`config.mk`:
```
export PLATFORM = sky130hd
export DESIGN_NAME = repvgg_layer_sched
export DESIGN_NICKNAME = d
export VERILOG_FILES = /design/src/rtl/repvgg_layer_sched.sv
export SDC_FILE = /design/constraint.sdc
export NUM_CORES = 1
export LEC_CHECK = 0
export CAP_MARGIN = 40
export CORE_AREA = 2 2 84 86
export DETAILED_ROUTE_END_ITERATION = 8
export DIE_AREA = 0 0 86 88
export GPL_ROUTABILITY_DRIVEN = 0
export MAX_ROUTING_LAYER = met4
export PLACE_DENSITY = 0.82
export SETUP_SLACK_MARGIN = 0.4
export SYNTH_ARGS = -nofsm -noshare
export SYNTH_HDL_FRONTEND = slang
export SYNTH_SLANG_ARGS = --single-unit
```
`constraint.sdc`:
```
create_clock -name clk -period 8.7 [get_ports clk]
set_input_delay 0.87 -clock clk [delete_from_list [all_inputs] [get_ports clk]]
set_output_delay 0.87 -clock clk [all_outputs]
set_load 0.1 [all_outputs]
```
`src/rtl/repvgg_layer_sched.sv`:
```
// repvgg_layer_sched
// Sequences one re-parameterised 3x3 conv layer through the shared conv
// engine. For every output-channel tile it issues a weight load, then a
// feature load / compute / store triple per output row, waiting for the
// engine's completion pulse after each command.
//
// Ports:
//   clk, rst_n            clock (rising edge), asynchronous active-low reset
//   start                 one-cycle layer start, only honoured when idle
//   cfg_out_ch/cfg_height layer geometry, captured when start is accepted
//   abort                 synchronous abort back to idle, no done pulse
//   busy, done            layer in progress / one-cycle completion pulse
//   cmd_valid, cmd_ready  command handshake towards the conv engine
//   cmd_op                0 WLOAD, 1 FLOAD, 2 COMP, 3 STORE
//   cmd_oc_base/oc_cnt    first channel of the tile and channels in it
//   cmd_row               current output row (0 for WLOAD)
//   eng_done              engine finished the last accepted command
module repvgg_layer_sched #(
    parameter int PE_OC = 16,
    parameter int CH_W  = 10,
    parameter int DIM_W = 9
) (
    input  logic             clk,
    input  logic             rst_n,
    input  logic             start,
    input  logic [CH_W-1:0]  cfg_out_ch,
    input  logic [DIM_W-1:0] cfg_height,
    input  logic             abort,
    output logic             busy,
    output logic             done,
    output logic             cmd_valid,
    input  logic             cmd_ready,
    output logic [1:0]       cmd_op,
    output logic [CH_W-1:0]  cmd_oc_base,
    output logic [CH_W-1:0]  cmd_oc_cnt,
    output logic [DIM_W-1:0] cmd_row,
    input  logic             eng_done
);

    typedef enum logic [1:0] {IDLE, ISSUE, WAIT, FIN} state_t;
    typedef enum logic [1:0] {
        OP_WLOAD = 2'd0,
        OP_FLOAD = 2'd1,
        OP_COMP  = 2'd2,
        OP_STORE = 2'd3
    } op_t;

    // One extra bit so that oc_base + PE_OC never wraps on the last tile.
    localparam logic [CH_W:0] PE_OC_W = (CH_W+1)'(PE_OC);

    state_t           state_q, state_n;
    op_t              op_q, op_n;
    logic [CH_W-1:0]  out_ch_q, out_ch_n;
    logic [DIM_W-1:0] height_q, height_n;
    logic [CH_W:0]    oc_base_q, oc_base_n;
    logic [CH_W-1:0]  oc_cnt_q, oc_cnt_n;
    logic [DIM_W-1:0] row_q, row_n;
    logic [CH_W:0]    next_base;
    logic             last_row;

    // Channels in the tile starting at base: min(PE_OC, total - base).
    // Only evaluated for base < total, so the subtraction cannot underflow.
    function automatic logic [CH_W-1:0] tile_cnt(input logic [CH_W-1:0] total,
                                                 input logic [CH_W:0]   base);
        logic [CH_W:0] rem;
        rem = {1'b0, total} - base;
        if (rem > PE_OC_W)
            return PE_OC_W[CH_W-1:0];
        else
            return rem[CH_W-1:0];
    endfunction

    assign next_base = oc_base_q + PE_OC_W;
    assign last_row  = (row_q == height_q - DIM_W'(1));

    // Payload outputs come straight from their registers.
    assign cmd_op      = op_q;
    assign cmd_oc_base = oc_base_q[CH_W-1:0];
    assign cmd_oc_cnt  = oc_cnt_q;
    assign cmd_row     = row_q;

    // Next-state and sequencing logic. Abort wins over everything; in WAIT the
    // command sequence advances only on eng_done, so completion pulses seen in
    // any other state (including the handshake cycle) have no effect.
    always_comb begin
        state_n   = state_q;
        op_n      = op_q;
        out_ch_n  = out_ch_q;
        height_n  = height_q;
        oc_base_n = oc_base_q;
        oc_cnt_n  = oc_cnt_q;
        row_n     = row_q;
        if (abort) begin
            state_n   = IDLE;
            op_n      = OP_WLOAD;
            oc_base_n = '0;
            oc_cnt_n  = '0;
            row_n     = '0;
        end else begin
            case (state_q)
                IDLE: begin
                    if (start) begin
                        out_ch_n  = cfg_out_ch;
                        height_n  = cfg_height;
                        op_n      = OP_WLOAD;
                        oc_base_n = '0;
                        row_n     = '0;
                        oc_cnt_n  = tile_cnt(cfg_out_ch, '0);
                        if (cfg_out_ch == '0 || cfg_height == '0)
                            state_n = FIN;
                        else
                            state_n = ISSUE;
                    end
                end
                ISSUE: begin
                    if (cmd_ready)
                        state_n = WAIT;
                end
                WAIT: begin
                    if (eng_done) begin
                        state_n = ISSUE;
                        case (op_q)
                            OP_WLOAD: op_n = OP_FLOAD;
                            OP_FLOAD: op_n = OP_COMP;
                            OP_COMP:  op_n = OP_STORE;
                            OP_STORE: begin
                                if (!last_row) begin
                                    row_n = row_q + DIM_W'(1);
                                    op_n  = OP_FLOAD;
                                end else if (next_base >= {1'b0, out_ch_q}) begin
                                    state_n = FIN;
                                end else begin
                                    oc_base_n = next_base;
                                    oc_cnt_n  = tile_cnt(out_ch_q, next_base);
                                    row_n     = '0;
                                    op_n      = OP_WLOAD;
                                end
                            end
                        endcase
                    end
                end
                FIN: begin
                    state_n = IDLE;
                end
                default: begin
                    state_n = IDLE;
                end
            endcase
        end
    end

    // State, captured configuration, counters and the registered status
    // outputs. busy/done/cmd_valid are decoded from the next state so they
    // line up with the state they describe.
    always_ff @(posedge clk or negedge rst_n) begin
        if (!rst_n) begin
            state_q   <= IDLE;
            op_q      <= OP_WLOAD;
            out_ch_q  <= '0;
            height_q  <= '0;
            oc_base_q <= '0;
            oc_cnt_q  <= '0;
            row_q     <= '0;
            busy      <= 1'b0;
            done      <= 1'b0;
            cmd_valid <= 1'b0;
        end else begin
            state_q   <= state_n;
            op_q      <= op_n;
            out_ch_q  <= out_ch_n;
            height_q  <= height_n;
            oc_base_q <= oc_base_n;
            oc_cnt_q  <= oc_cnt_n;
            row_q     <= row_n;
            busy      <= (state_n != IDLE);
            done      <= (state_n == FIN);
            cmd_valid <= (state_n == ISSUE);
        end
    end

endmodule

```
Word-level counts from Yosys, hierarchy flattened
Index checks and enable logic that the tools add are counted.
{"block": "op_classes", "n_addsub": 4, "n_lt_le_gt_ge": 3, "n_eq_ne": 16, "mux": 39, "bitwise_logic": 1, "reduce_logical": 11}
{"op": "two-way mux 10 bit", "n": 8}
{"op": "two-way mux 11 bit", "n": 6}
{"op": "two-way mux 9 bit", "n": 6}
{"op": "two-way mux 2 bit", "n": 13}
{"op": "one-hot mux 11 bit (2 select lines)", "n": 1}
{"op": "one-hot mux 10 bit (2 select lines)", "n": 1}
{"op": "one-hot mux 9 bit (2 select lines)", "n": 1}
{"op": "one-hot mux 2 bit (4 select lines)", "n": 2}
{"op": "inequality test 3 bit (second input constant)", "n": 5}
{"op": "adder 11 x 5 -> 11 bit (second input constant)", "n": 1}
{"op": "greater-or-equal comparator 11 x 10 -> 1 bit", "n": 1}
{"op": "> comparator 11 x 5 -> 1 bit (second input constant)", "n": 1}
{"op": "subtractor 10 x 11 -> 11 bit", "n": 1}
{"op": "equality test 2 bit (second input constant)", "n": 5}
{"op": "> comparator 10 x 5 -> 1 bit (second input constant)", "n": 1}
{"op": "zero test 10 bit", "n": 1}
{"op": "adder 9 x 1 -> 9 bit (second input constant)", "n": 1}
{"op": "equality test 9 bit", "n": 1}
{"op": "zero test 9 bit", "n": 1}
{"op": "subtractor 9 x 1 -> 9 bit (second input constant)", "n": 1}
{"op": "equality test 2 x 1 -> 1 bit (second input constant)", "n": 3}
{"op": "AND reduction 6 bit", "n": 1}
{"op": "inequality test 5 bit (second input constant)", "n": 1}
{"op": "AND reduction 5 bit", "n": 1}
{"op": "other kinds (9)", "n": 10}
{"block": "word_totals", "regBits": 56, "input_bits": 25, "output_inout_bits": 34, "wordCells": 84}

Longest topological paths before layout
Gate-level depths: netlist (run 1).
{"block": "depth", "depth_word": 10, "depth_mapped": 12, "depth_no_buf": 11}

Least setup slack after synthesis (run 1)
No wires, ideal clock.
{"block": "synth_timing", "kind": "register to register", "start": "reg row_q[5], in the netlist cmd_row[5]", "end": "reg oc_cnt_q[0], in the netlist cmd_oc_cnt[0]", "setup_time_ps": 128, "arrival_time_ps": 2846, "required_time_ps": 8572, "setup_slack_ps": 5726, "path_stages_with_launch": 10, "n_path_buf": 2, "synth_period_minus_slack_ps": 2974, "path_cell_list": "dfrtp_1 -> clkbuf_1 -> or2_2 -> a221oi_1 -> a311oi_1 -> and2_4 -> or3b_1 -> a21oi_2 -> buf_6 -> mux2_1"}
{"block": "synth_between", "elab_chain_cells": 3}
{"item": "start: declaration", "line": "57", "source": "logic [DIM_W-1:0] row_q, row_n;"}
{"item": "start signal: assignment", "line": "174", "source": "row_q <= row_n;"}
{"item": "equality test 9 bit", "line": "74", "source": "assign last_row = (row_q == height_q - DIM_W'(1));"}
{"item": "inequality test 3 bit (no source line)"}
{"item": "AND reduction 6 bit (no source line)"}
{"item": "end signal: assignment", "line": "173", "source": "oc_cnt_q <= oc_cnt_n;"}
{"item": "end: declaration", "line": "56", "source": "logic [CH_W-1:0] oc_cnt_q, oc_cnt_n;"}
No other way between the ends.
A chain may end at the register's enable or synchronous reset.

Worst setup path in the final report (run 1)
{"block": "layout_timing", "start": "reg oc_base_q[4]", "end": "reg row_q[5], in the netlist cmd_row[5]"}
{"block": "layout_between", "elab_chain_cells": 4}
{"item": "start: declaration", "line": "55", "source": "logic [CH_W:0] oc_base_q, oc_base_n;"}
{"item": "start signal: assignment", "line": "172", "source": "oc_base_q <= oc_base_n;"}
{"item": "adder 11 x 5 -> 11 bit", "line": "73", "source": "assign next_base = oc_base_q + PE_OC_W;"}
{"item": "greater-or-equal comparator 11 x 10 -> 1 bit", "line": "130", "source": "end else if (next_base >= {1'b0, out_ch_q}) begin"}
{"item": "inequality test 4 bit (no source line)"}
{"item": "AND reduction 5 bit (no source line)"}
No other way between the ends.

==> results of run 1 <==
[worst reg2reg max path, stage by stage, from the launching register on]
cell      delay [ps]
dfrtp_1          460
ha_1             250
xnor2_1          170
ha_1             390
or4b_1           450
or3_1            360
o2111a_1         170
a21o_1           170
o21bai_1         710
o21ai_0          220
a21oi_1          170
[worst paths after layout]
path                                from       endpoint  cells after the start  slack, ps
max in group asynchronous          rst_n    height_q[0]                      2       7580
hold reg to reg            cmd_oc_cnt[0]  cmd_oc_cnt[0]                      1        530
setup reg to reg            oc_base_q[4]     cmd_row[5]                     10       5110
min in group asynchronous          rst_n     cmd_row[1]                      2        660
hold / removal             cmd_oc_cnt[0]  cmd_oc_cnt[0]                      1        530
setup / recovery            oc_base_q[4]     cmd_row[5]                     10       5110
[logic make-up after synthesis]
| logic type | Yosys count |
|---|---|
| AND/OR/NAND/NOR | 121 |
| other | 2 |
| adder cells (fa/ha/maj) | 14 |
| AO/OA/AOI/OAI | 68 |
| XOR/XNOR | 17 |
| buffers and inverters | 40 |
| flip-flops | 52 |
| multiplexers | 29 |
[metrics by stage]
step | area (µm²) | hold slack, ps | setup slack (ps) | total power, µW
finish | 4417 | 526.8 | 5114 | 712.3
CTS | 4417 | 527.9 | 5124 | 711.4
global placement | 3807 | 475.5 | 5251 | 471.6
floorplan | 3277 | 473.2 | 5726 | 428.9
global route | 4417 | 543.5 | 4858 | 748.5
detailed placement | 4258 | 492.0 | 5137 | 484.7
[layout by cell type, fill, tap and decap left out, drive strengths merged, types with 4 or more instances in the layout]
cell / Yosys / routed
clkdlybuf4s50: 0 / 53
dfrtp: 52 / 52
buf: 13 / 34
mux2: 25 / 25
nand2: 24 / 24
nor2: 22 / 22
o21ai: 20 / 20
inv: 19 / 19
a21oi: 16 / 16
ha: 13 / 13
nand3: 11 / 11
nor2b: 11 / 11
xor2: 10 / 10
nor3: 8 / 8
xnor2: 7 / 7
or3: 7 / 7
conb: 2 / 6
and3: 5 / 5
or2: 5 / 5
clkbuf: 8 / 5
nor3b: 4 / 4
nor4: 4 / 4
o31ai: 4 / 4
mux2i: 4 / 4
o311ai: 4 / 4
[Yosys cell counts (all sizes together), types with 3 or more instances]
master,n
nand3,11
or2,5
and3,5
clkbuf,8
o31ai,4
a21o,3
o21ai,20
nor3b,4
mux2,25
a22o,3
nor4,4
inv,19
o311ai,4
xor2,10
nand4,3
nand3b,3
mux2i,4
nor3,8
nor2,22
xnor2,7
ha,13
a21oi,16
nand2,24
buf,13
or3,7
dfrtp,52
nor2b,11
o21bai,3
and2,3
or3b,3
[sequential cells by signal, summed over array words and instances (netlist names)]
signal,flops
cmd_oc_cnt,10
out_ch_q,10
cmd_row,9
height_q,9
oc_base_q,7
cmd_op,2
state_q,2
busy,1
cmd_valid,1
done,1
[report_power, final]
part | total, µW | internal [µW] | switching, µW
logic | 196 | 87.1 | 109
registers | 288 | 263 | 25.6
clock network | 228 | 144 | 84.1
total | 712 | 494 | 219
[layout make-up]
type | instances | area [µm²]
inverters | 19 | 71.32
well taps | 80 | 100.1
repair buffers | 87 | 1008
flip-flops and latches | 52 | 1301
multi-input cells | 255 | 1777
clock inverters | 3 | 90.09
fillers | 518 | 2227
clock buffers | 5 | 68.82
[routing by layer]
metal	global-route usage [%]	vias up	part of all wire (%)
li1	-	1366	-
met2	38.13	87	49
met5	-	-	0
met1	29.80	1384	45
met4	8.081	0	1.4
met3	3.487	9	4.4
==> impl_metrics.env, run 1 <==
export IMPL_grt_pass1_vias=2849
export IMPL_synth_cells=343
export IMPL_ys_seq_area_share_pct=39.89
export IMPL_post_route_util_pct=66.48
export IMPL_cp_end_kind="flop"
export IMPL_ant_nets=0
export IMPL_ys_warn_count=0
export IMPL_die_x_um=86
export IMPL_status="finished, final reports clean"
export IMPL_min_period_ps=3586
export IMPL_cts_root_buf="clkbuf_8"
export IMPL_synth_edf_count=0
export IMPL_drv_cap=0
export IMPL_grt_start_max_net_pins=53
export IMPL_core_um2=6644
export IMPL_crit_arrival_ps=3820
export IMPL_maxSlewViolCount=0
export IMPL_synth_xor_area_share_pct=4.565
export IMPL_synth_simple_area_share_pct=19.98
export IMPL_boundaryPins=59
export IMPL_floorplan_initialDensity_pct=49.10
export IMPL_synth_top_area_share_pct=39.89
export IMPL_synthAdderAreaFrac_pct=5.293
export IMPL_synth_flop_cell="dfrtp_1"
export IMPL_finClkSkew_ps=6.873
export IMPL_drt_pass1_iterations=4
export IMPL_drtIter0Drc=168
export IMPL_grt_pass1_wl_um=13680
export IMPL_slowest_delay_ps=710
export IMPL_path_buf_inv=0
export IMPL_async_flop_share_pct=100.0
export IMPL_diodes=0
export IMPL_areaGrowthSynthToFinish_pct=35.40
export IMPL_cp_max_fo=13
export IMPL_port_buffers=54
export IMPL_ys_ff_latch=52
export IMPL_synth_area_per_cell_um2=9.510
export IMPL_cts_hold_buf=0
export IMPL_synth_mux_area_share_pct=9.858
export IMPL_antenna_found_initial=0
export IMPL_worst_slew_pin_slew_ps=897.8
export IMPL_die_area_um2=7568
export IMPL_yosys_area_top_type="dfrtp_1"
export IMPL_rsz0062_at_grt="false"
export IMPL_cp_top_family="compound AO/OA/AOI/OAI gates"
export IMPL_hold_viol=0
export IMPL_worstPathCellList="ha_1, xnor2_1, ha_1, or4b_1, or3_1, o2111a_1, a21o_1, o21bai_1, o21ai_0, a21oi_1"
export IMPL_cts_repair_resized=0
export IMPL_htree_levels=2
export IMPL_slowest_stage="o21bai_1"
export IMPL_drive_gt1_share_pct=16.63
export IMPL_cts_max_path_buffers=2
export IMPL_synth_compound_area_share_pct=14.08
export IMPL_placedCellCount=493
export IMPL_fin_setup_tns_ps=0
export IMPL_hp_class="flop to flop"
export IMPL_timing_fmax_mhz=278.9
export IMPL_stdcell_count=501
export IMPL_synth_top_family_by_area="simple AND/OR/NAND/NOR gates"
export IMPL_fin_nets=458
export IMPL_peakVddDrop_mv=0.09125
export IMPL_grt_overflow=0
export IMPL_viasPerCell=5.681
export IMPL_vias=2846
export IMPL_fin_crit_sh_pct=41.22
export IMPL_synthDistinctLibCells=57
export IMPL_slew_headroom_pct=40.02
export IMPL_criticalPathCategory="flop to flop"
export IMPL_synth_area_um2=3262
export IMPL_drc=0
export IMPL_dpl_hpwl_um=6017
export IMPL_clk_pin_slew_ps=100
export IMPL_dieHeight_um=88
export IMPL_row_count=30
export IMPL_start_kind="flop"
export IMPL_critical_path_required_ps=8940
export IMPL_routedWlPerCell_um=15.81
export IMPL_grt_usage_pct=23.38
export IMPL_detail_route_wirelength_um=7921
export IMPL_tritoncts="yes"
export IMPL_cts_buffers=5
export IMPL_path_common_cell="ha_1"
export IMPL_post_cts_buffers=0
export IMPL_synth_area_leaders="dfrtp_1 (40%), mux2_2 (5.9%), ha_1 (5.0%), o21ai_0 (3.1%), mux2_1 (2.8%)"
export IMPL_powerDensity_nw_per_um2=161.3
export IMPL_clkLatencyLatePin_ps=310
export IMPL_leakage_uw=0.001884
export IMPL_clock_sinks=52
export IMPL_finalSetupViolations=0
No activity file was read; power rests on OpenSTA's default activity.
==> run 2: changes to the inputs <==
--- a/config.mk
+++ b/config.mk
@@ -6,9 +6,9 @@
 export NUM_CORES = 1
 export LEC_CHECK = 0
 export CAP_MARGIN = 40
-export CORE_AREA = 2 2 84 86
+export CORE_AREA = 2 2 86 88
 export DETAILED_ROUTE_END_ITERATION = 8
-export DIE_AREA = 0 0 86 88
+export DIE_AREA = 0 0 88 90
 export GPL_ROUTABILITY_DRIVEN = 0
 export MAX_ROUTING_LAYER = met4
 export PLACE_DENSITY = 0.82
==> constraint.sdc (replaced) <==
create_clock -name clk -period 2.9 [get_ports clk]
set_input_delay 0.29 -clock clk [delete_from_list [all_inputs] [get_ports clk]]
set_output_delay 0.29 -clock clk [all_outputs]
set_load 0.1 [all_outputs]
==> run 2 against run 1 <==
  * The run now ends with negative setup slack left
  * Register-to-register slack worse by 5100 ps
  * First-iteration DRC count down 20%
  * Non-clock buffer count down 2
  * Routed wire length down 0.67%
  * Design area down 3.4%
  * Critical path type unchanged
  * Critical endpoint is now oc_base_q[4]
  * Highest routed layer unchanged
==> impl_metrics.env, run 2 (synthesized netlist as in run 1, its figures left out) <==
export IMPL_setup_slack_ps=-7.196
export IMPL_grt_overflow=0
export IMPL_viasPerCell=5.483
export IMPL_grt_usage_pct=20.40
export IMPL_cts_max_path_buffers=2
export IMPL_drive_gt1_share_pct=31.26
export IMPL_critical_path_required_ps=3100
export IMPL_cts_buffers=5
export IMPL_boundaryPins=59
export IMPL_dpl_hpwl_um=5701
export IMPL_clk_pin_slew_ps=100
export IMPL_clock_sinks=52
export IMPL_row_count=31
export IMPL_diodes=0
export IMPL_rr_startpoint="oc_base_q[4]"
export IMPL_core_um2=7020
export IMPL_grt_pass1_vias=2654
export IMPL_start_kind="flop"
export IMPL_drv_cap=0
export IMPL_cp_end_kind="flop"
export IMPL_areaGrowthSynthToFinish_pct=30.80
export IMPL_peakVddDrop_mv=0.2633
export IMPL_drt_pass1_iterations=5
export IMPL_maxSlewViolCount=0
export IMPL_clkLatencyLatePin_ps=310
export IMPL_grt_pass1_wl_um=12650
export IMPL_leakage_uw=0.001852
export IMPL_cp_max_fo=12
export IMPL_floorplan_initialDensity_pct=46.46
export IMPL_port_buffers=54
export IMPL_fin_crit_sh_pct=100.2
export IMPL_fill_cells=577
export IMPL_violations="negative setup slack"
export IMPL_layout_commonest_cell="buf_4"
export IMPL_final_area_um2=4267
export IMPL_finClkSkew_ps=9.447
export IMPL_powerDensity_nw_per_um2=457.2
export IMPL_post_route_util_pct=60.77
export IMPL_cts_root_buf="clkbuf_8"
export IMPL_dieHeight_um=90
export IMPL_vias=2840
export IMPL_grt_start_max_net_pins=38
export IMPL_finalPower_uw=1951
export IMPL_antenna_found_initial=0
export IMPL_hold_viol=0
export IMPL_detail_route_wirelength_um=7868
export IMPL_fin_nets=456
export IMPL_die_area_um2=7920
export IMPL_rsz0062_at_grt="true"
export IMPL_min_period_ps=2907
export IMPL_htree_levels=2
export IMPL_final_cell_mix="buf_4 (56), dfrtp_1 (45), nand2_1 (24), clkdlybuf4s50_1 (23), nor2_1 (22)"
export IMPL_hp_class="input port to async pin"
export IMPL_drc=0
export IMPL_die_x_um=88
export IMPL_tritoncts="yes"
export IMPL_drtIter0Drc=134
export IMPL_reg2reg_depth=11
export IMPL_finalSetupViolations=1
export IMPL_slew_headroom_pct=45.07
export IMPL_dpl_cell_area_um2=3925
export IMPL_ant_nets=0
export IMPL_status="finished, violations left"
export IMPL_criticalPathCategory="flop to flop"
export IMPL_cp_startpoint="oc_base_q[4]"
export IMPL_stdcell_count=518
export IMPL_worst_slew_pin_slew_ps=823.9
export IMPL_timing_fmax_mhz=344.0
export IMPL_routedWlPerCell_um=15.19
export IMPL_crit_arrival_ps=3100
export IMPL_placedCellCount=501
run 2: stage by stage:
step                hold slack (ps)  setup WS [ps]  setup TNS [ps]
global placement              423.0          13.34               0
detailed placement            442.2         -32.24          -201.8
floorplan                    -5.591          71.52               0
finish                        65.08         -7.196          -7.196
global route                  107.7         -137.8           -1547
CTS                           93.23         -11.11          -13.31
run 2: final timing paths:
check | slack (ps) | to
max | -7 | oc_base_q[4]
min | 70 | cmd_row[2]
max reg2reg | -7 | oc_base_q[4]
min reg2reg | 500 | cmd_oc_cnt[1]
max in group asynchronous | 2100 | out_ch_q[7]
min in group clk | 500 | cmd_oc_cnt[1]
run 2: repair_timing:
| action | 4_1_cts | 5_1_grt |
|---|---|---|
| setup buffers | 5 | 3 |
| cloned | 1 | 0 |
| setup endpoints to repair | 31 | 31 |
| hold buffers | 0 | 0 |
| hold endpoints to repair | 0 | 0 |
| resized for setup | 19 | 23 |
| pin swaps | 13 | 6 |
run 2: final cells by class:
type	count	area (µm²)	area share [%]
flip-flops and latches	52	1310	30.70
clock buffers	6	72.57	1.701
well taps	99	123.9	2.903
clock inverters	2	16.27	0.3812
repair buffers	85	720.7	16.89
inverters	19	71.32	1.672
multi-input cells	255	1952	45.75
run 2: routing by layer:
layer  vias to the layer above  part of all wire [%]  wire [µm]  global-route usage, %
met5                         -                     0          0                      -
met4                         0                  0.99         78                  4.231
met3                         5                   4.0        313                  3.306
met2                        79                    48       3788                  31.82
met1                      1397                    47       3687                  28.20
li1                       1359                     -          -                      -
run 2: power breakdown:
part | internal [µW] | leakage, µW | switching, µW | total (µW)
registers | 788 | 0.000669 | 81.8 | 870
logic | 311 | 0.00114 | 350 | 661
clock network | 172 | 0.0000414 | 248 | 420
total | 1270 | 0.00185 | 680 | 1950
run 2: critical path, cell delays in order (launching register included):
cell and delay (ps):
dfrtp_1 440, ha_4 200, nand3_2 120, xor2_2 190
ha_4 280, a21o_1 140, a21o_1 120, o2111a_1 220
or3b_1 370, a21oi_2 220, buf_12 170, mux2_2 330
==> run 3: changes to the inputs <==
--- a/config.mk
+++ b/config.mk
@@ -13,6 +13,7 @@
 export MAX_ROUTING_LAYER = met4
 export PLACE_DENSITY = 0.82
 export SETUP_SLACK_MARGIN = 0.4
+export SKIP_CTS_REPAIR_TIMING = 1
 export SYNTH_ARGS = -nofsm -noshare
 export SYNTH_HDL_FRONTEND = slang
 export SYNTH_SLANG_ARGS = --single-unit
==> run 3 against run 2 <==
  * The flow still finishes with violations (negative setup slack)
  * Global-route usage fell by 0.76 points
  * Combinational power is 2% higher
  * Utilization increased by 0.43 points
  * Sequential power about the same
  * Largest power group unchanged
==> impl_metrics.env, run 3 (synthesized netlist as in run 1, its figures left out) <==
export IMPL_stdcell_count=515
export IMPL_drt_pass1_iterations=4
export IMPL_drc=0
export IMPL_finalSetupViolations=9
export IMPL_pre_cts_ws_ps=-32.24
export IMPL_core_um2=7020
export IMPL_cts_buffers=5
export IMPL_dpl_hpwl_um=5701
export IMPL_grt_pass1_vias=2561
export IMPL_diodes=0
export IMPL_clk_pin_slew_ps=100
export IMPL_cts_root_buf="clkbuf_8"
export IMPL_grt_usage_pct=19.65
export IMPL_grt_pass1_wl_um=12170
export IMPL_path_buf_inv=1
export IMPL_antenna_found_initial=0
export IMPL_min_period_ps=2962
export IMPL_routedWlPerCell_um=15.69
export IMPL_rr_startpoint="oc_base_q[4]"
export IMPL_port_buffers=54
export IMPL_cp_startpoint="oc_base_q[4]"
export IMPL_drive_gt1_share_pct=31.73
export IMPL_placedCellCount=501
export IMPL_setup_slack_ps=-61.50
export IMPL_violations="negative setup slack"
export IMPL_boundaryPins=59
export IMPL_maxSlewViolCount=0
export IMPL_clock_sinks=52
export IMPL_floorplan_initialDensity_pct=46.46
export IMPL_reg2reg_depth=11
export IMPL_status="finished, violations left"
export IMPL_ant_nets=0
export IMPL_grt_start_max_net_pins=38
export IMPL_cp_max_fo=6
export IMPL_finClkSkew_ps=8.102
export IMPL_fin_nets=453
export IMPL_peakVddDrop_mv=0.2668
export IMPL_leakage_uw=0.001865
export IMPL_layout_commonest_cell="buf_4"
export IMPL_worst_slew_pin_slew_ps=827.5
export IMPL_cp_end_kind="flop"
export IMPL_final_area_um2=4297
export IMPL_dpl_cell_area_um2=3925
export IMPL_cp_top_family="compound AO/OA/AOI/OAI gates"
export IMPL_dieHeight_um=90
export IMPL_start_kind="flop"
export IMPL_tritoncts="yes"
export IMPL_cts_max_path_buffers=2
export IMPL_hp_class="input port to async pin"
export IMPL_rrSetupSlack_ps=-60
export IMPL_htree_levels=2
export IMPL_slowest_delay_ps=430
export IMPL_hold_viol=0
export IMPL_drtIter0Drc=201
export IMPL_die_x_um=88
export IMPL_critical_path_required_ps=3100
export IMPL_r2r_end="cmd_oc_cnt[3]"
export IMPL_drv_cap=0
export IMPL_final_cell_mix="buf_4 (51), dfrtp_1 (45), nand2_1 (24), clkdlybuf4s50_1 (23), nor2_1 (22)"
export IMPL_powerDensity_nw_per_um2=457.1
export IMPL_viasPerCell=5.482
export IMPL_timing_fmax_mhz=337.7
export IMPL_cp_num_cells=11
export IMPL_detail_route_wirelength_um=8079
export IMPL_crit_arrival_ps=3170
export IMPL_criticalPathCategory="flop to flop"
export IMPL_vias=2823
export IMPL_row_count=31
export IMPL_areaGrowthSynthToFinish_pct=31.72
export IMPL_clkLatencyLatePin_ps=310
export IMPL_worstPathCellList="ha_4, nand3_4, xor2_2, ha_1, a21o_1, a21o_1, o2111a_2, or3b_4, a21oi_4, clkbuf_16, mux2_4"
export IMPL_fin_crit_sh_pct=102.1
export IMPL_crit_end="cmd_oc_cnt[3]"
export IMPL_die_area_um2=7920
export IMPL_path_common_cell="a21o_1"
export IMPL_slowest_stage="dfrtp_1"
export IMPL_slew_headroom_pct=44.83
export IMPL_rsz0062_at_grt="true"
export IMPL_grt_overflow=0
[run 3: cell types whose count changed in the layout (fill, tap and decap cells not counted), sizes merged]
cell    previous run  this run
buf               62        58
clkbuf             6         7
[run 3: final cells by class]
cell class	count	area, µm²
clock buffer	6	72.57
clock inverter	2	16.27
fill	572	2724
inverter	19	71.32
multi-input combinational	255	1979
sequential	52	1310
tap	99	123.9
timing repair buffer	82	723.2
[run 3: stage by stage]
step | TNS [ps] | utilization (%) | hold WS (ps) | power (µW)
final | -380.6 | 61.20 | 62.40 | 1964
after global routing | -1892 | 61.20 | 108.2 | 2068
after CTS | -392.7 | 57.17 | 93.23 | 1904
after detailed placement | -201.8 | 55.91 | 442.2 | 1478
after global placement | 0 | 55.91 | 423.0 | 1455
after floorplan | 0 | - | -5.591 | 1288
[run 3: worst min path at each step]
stage               depth (start not counted)   from          to  slack (ps)
floorplan                                   0  rst_n        busy          -6
global placement                            1  rst_n  cmd_row[2]         420
detailed placement                          1  rst_n  cmd_row[2]         440
CTS                                         1  rst_n  cmd_row[2]          90
global route                                1  rst_n  cmd_row[7]         110
finish                                      1  rst_n  cmd_row[2]          60
[run 3: power by group]
| part | switching, µW | internal (µW) |
|---|---|---|
| clock network | 252 | 172 |
| logic | 359 | 314 |
| registers | 78.7 | 788 |
[run 3: routing by layer]
metal  GRT usage, %  routed length [µm]
met1          27.19                3667
met2          30.11                3992
met3          3.489                 332
met4          4.615                  87
met5              -                   0
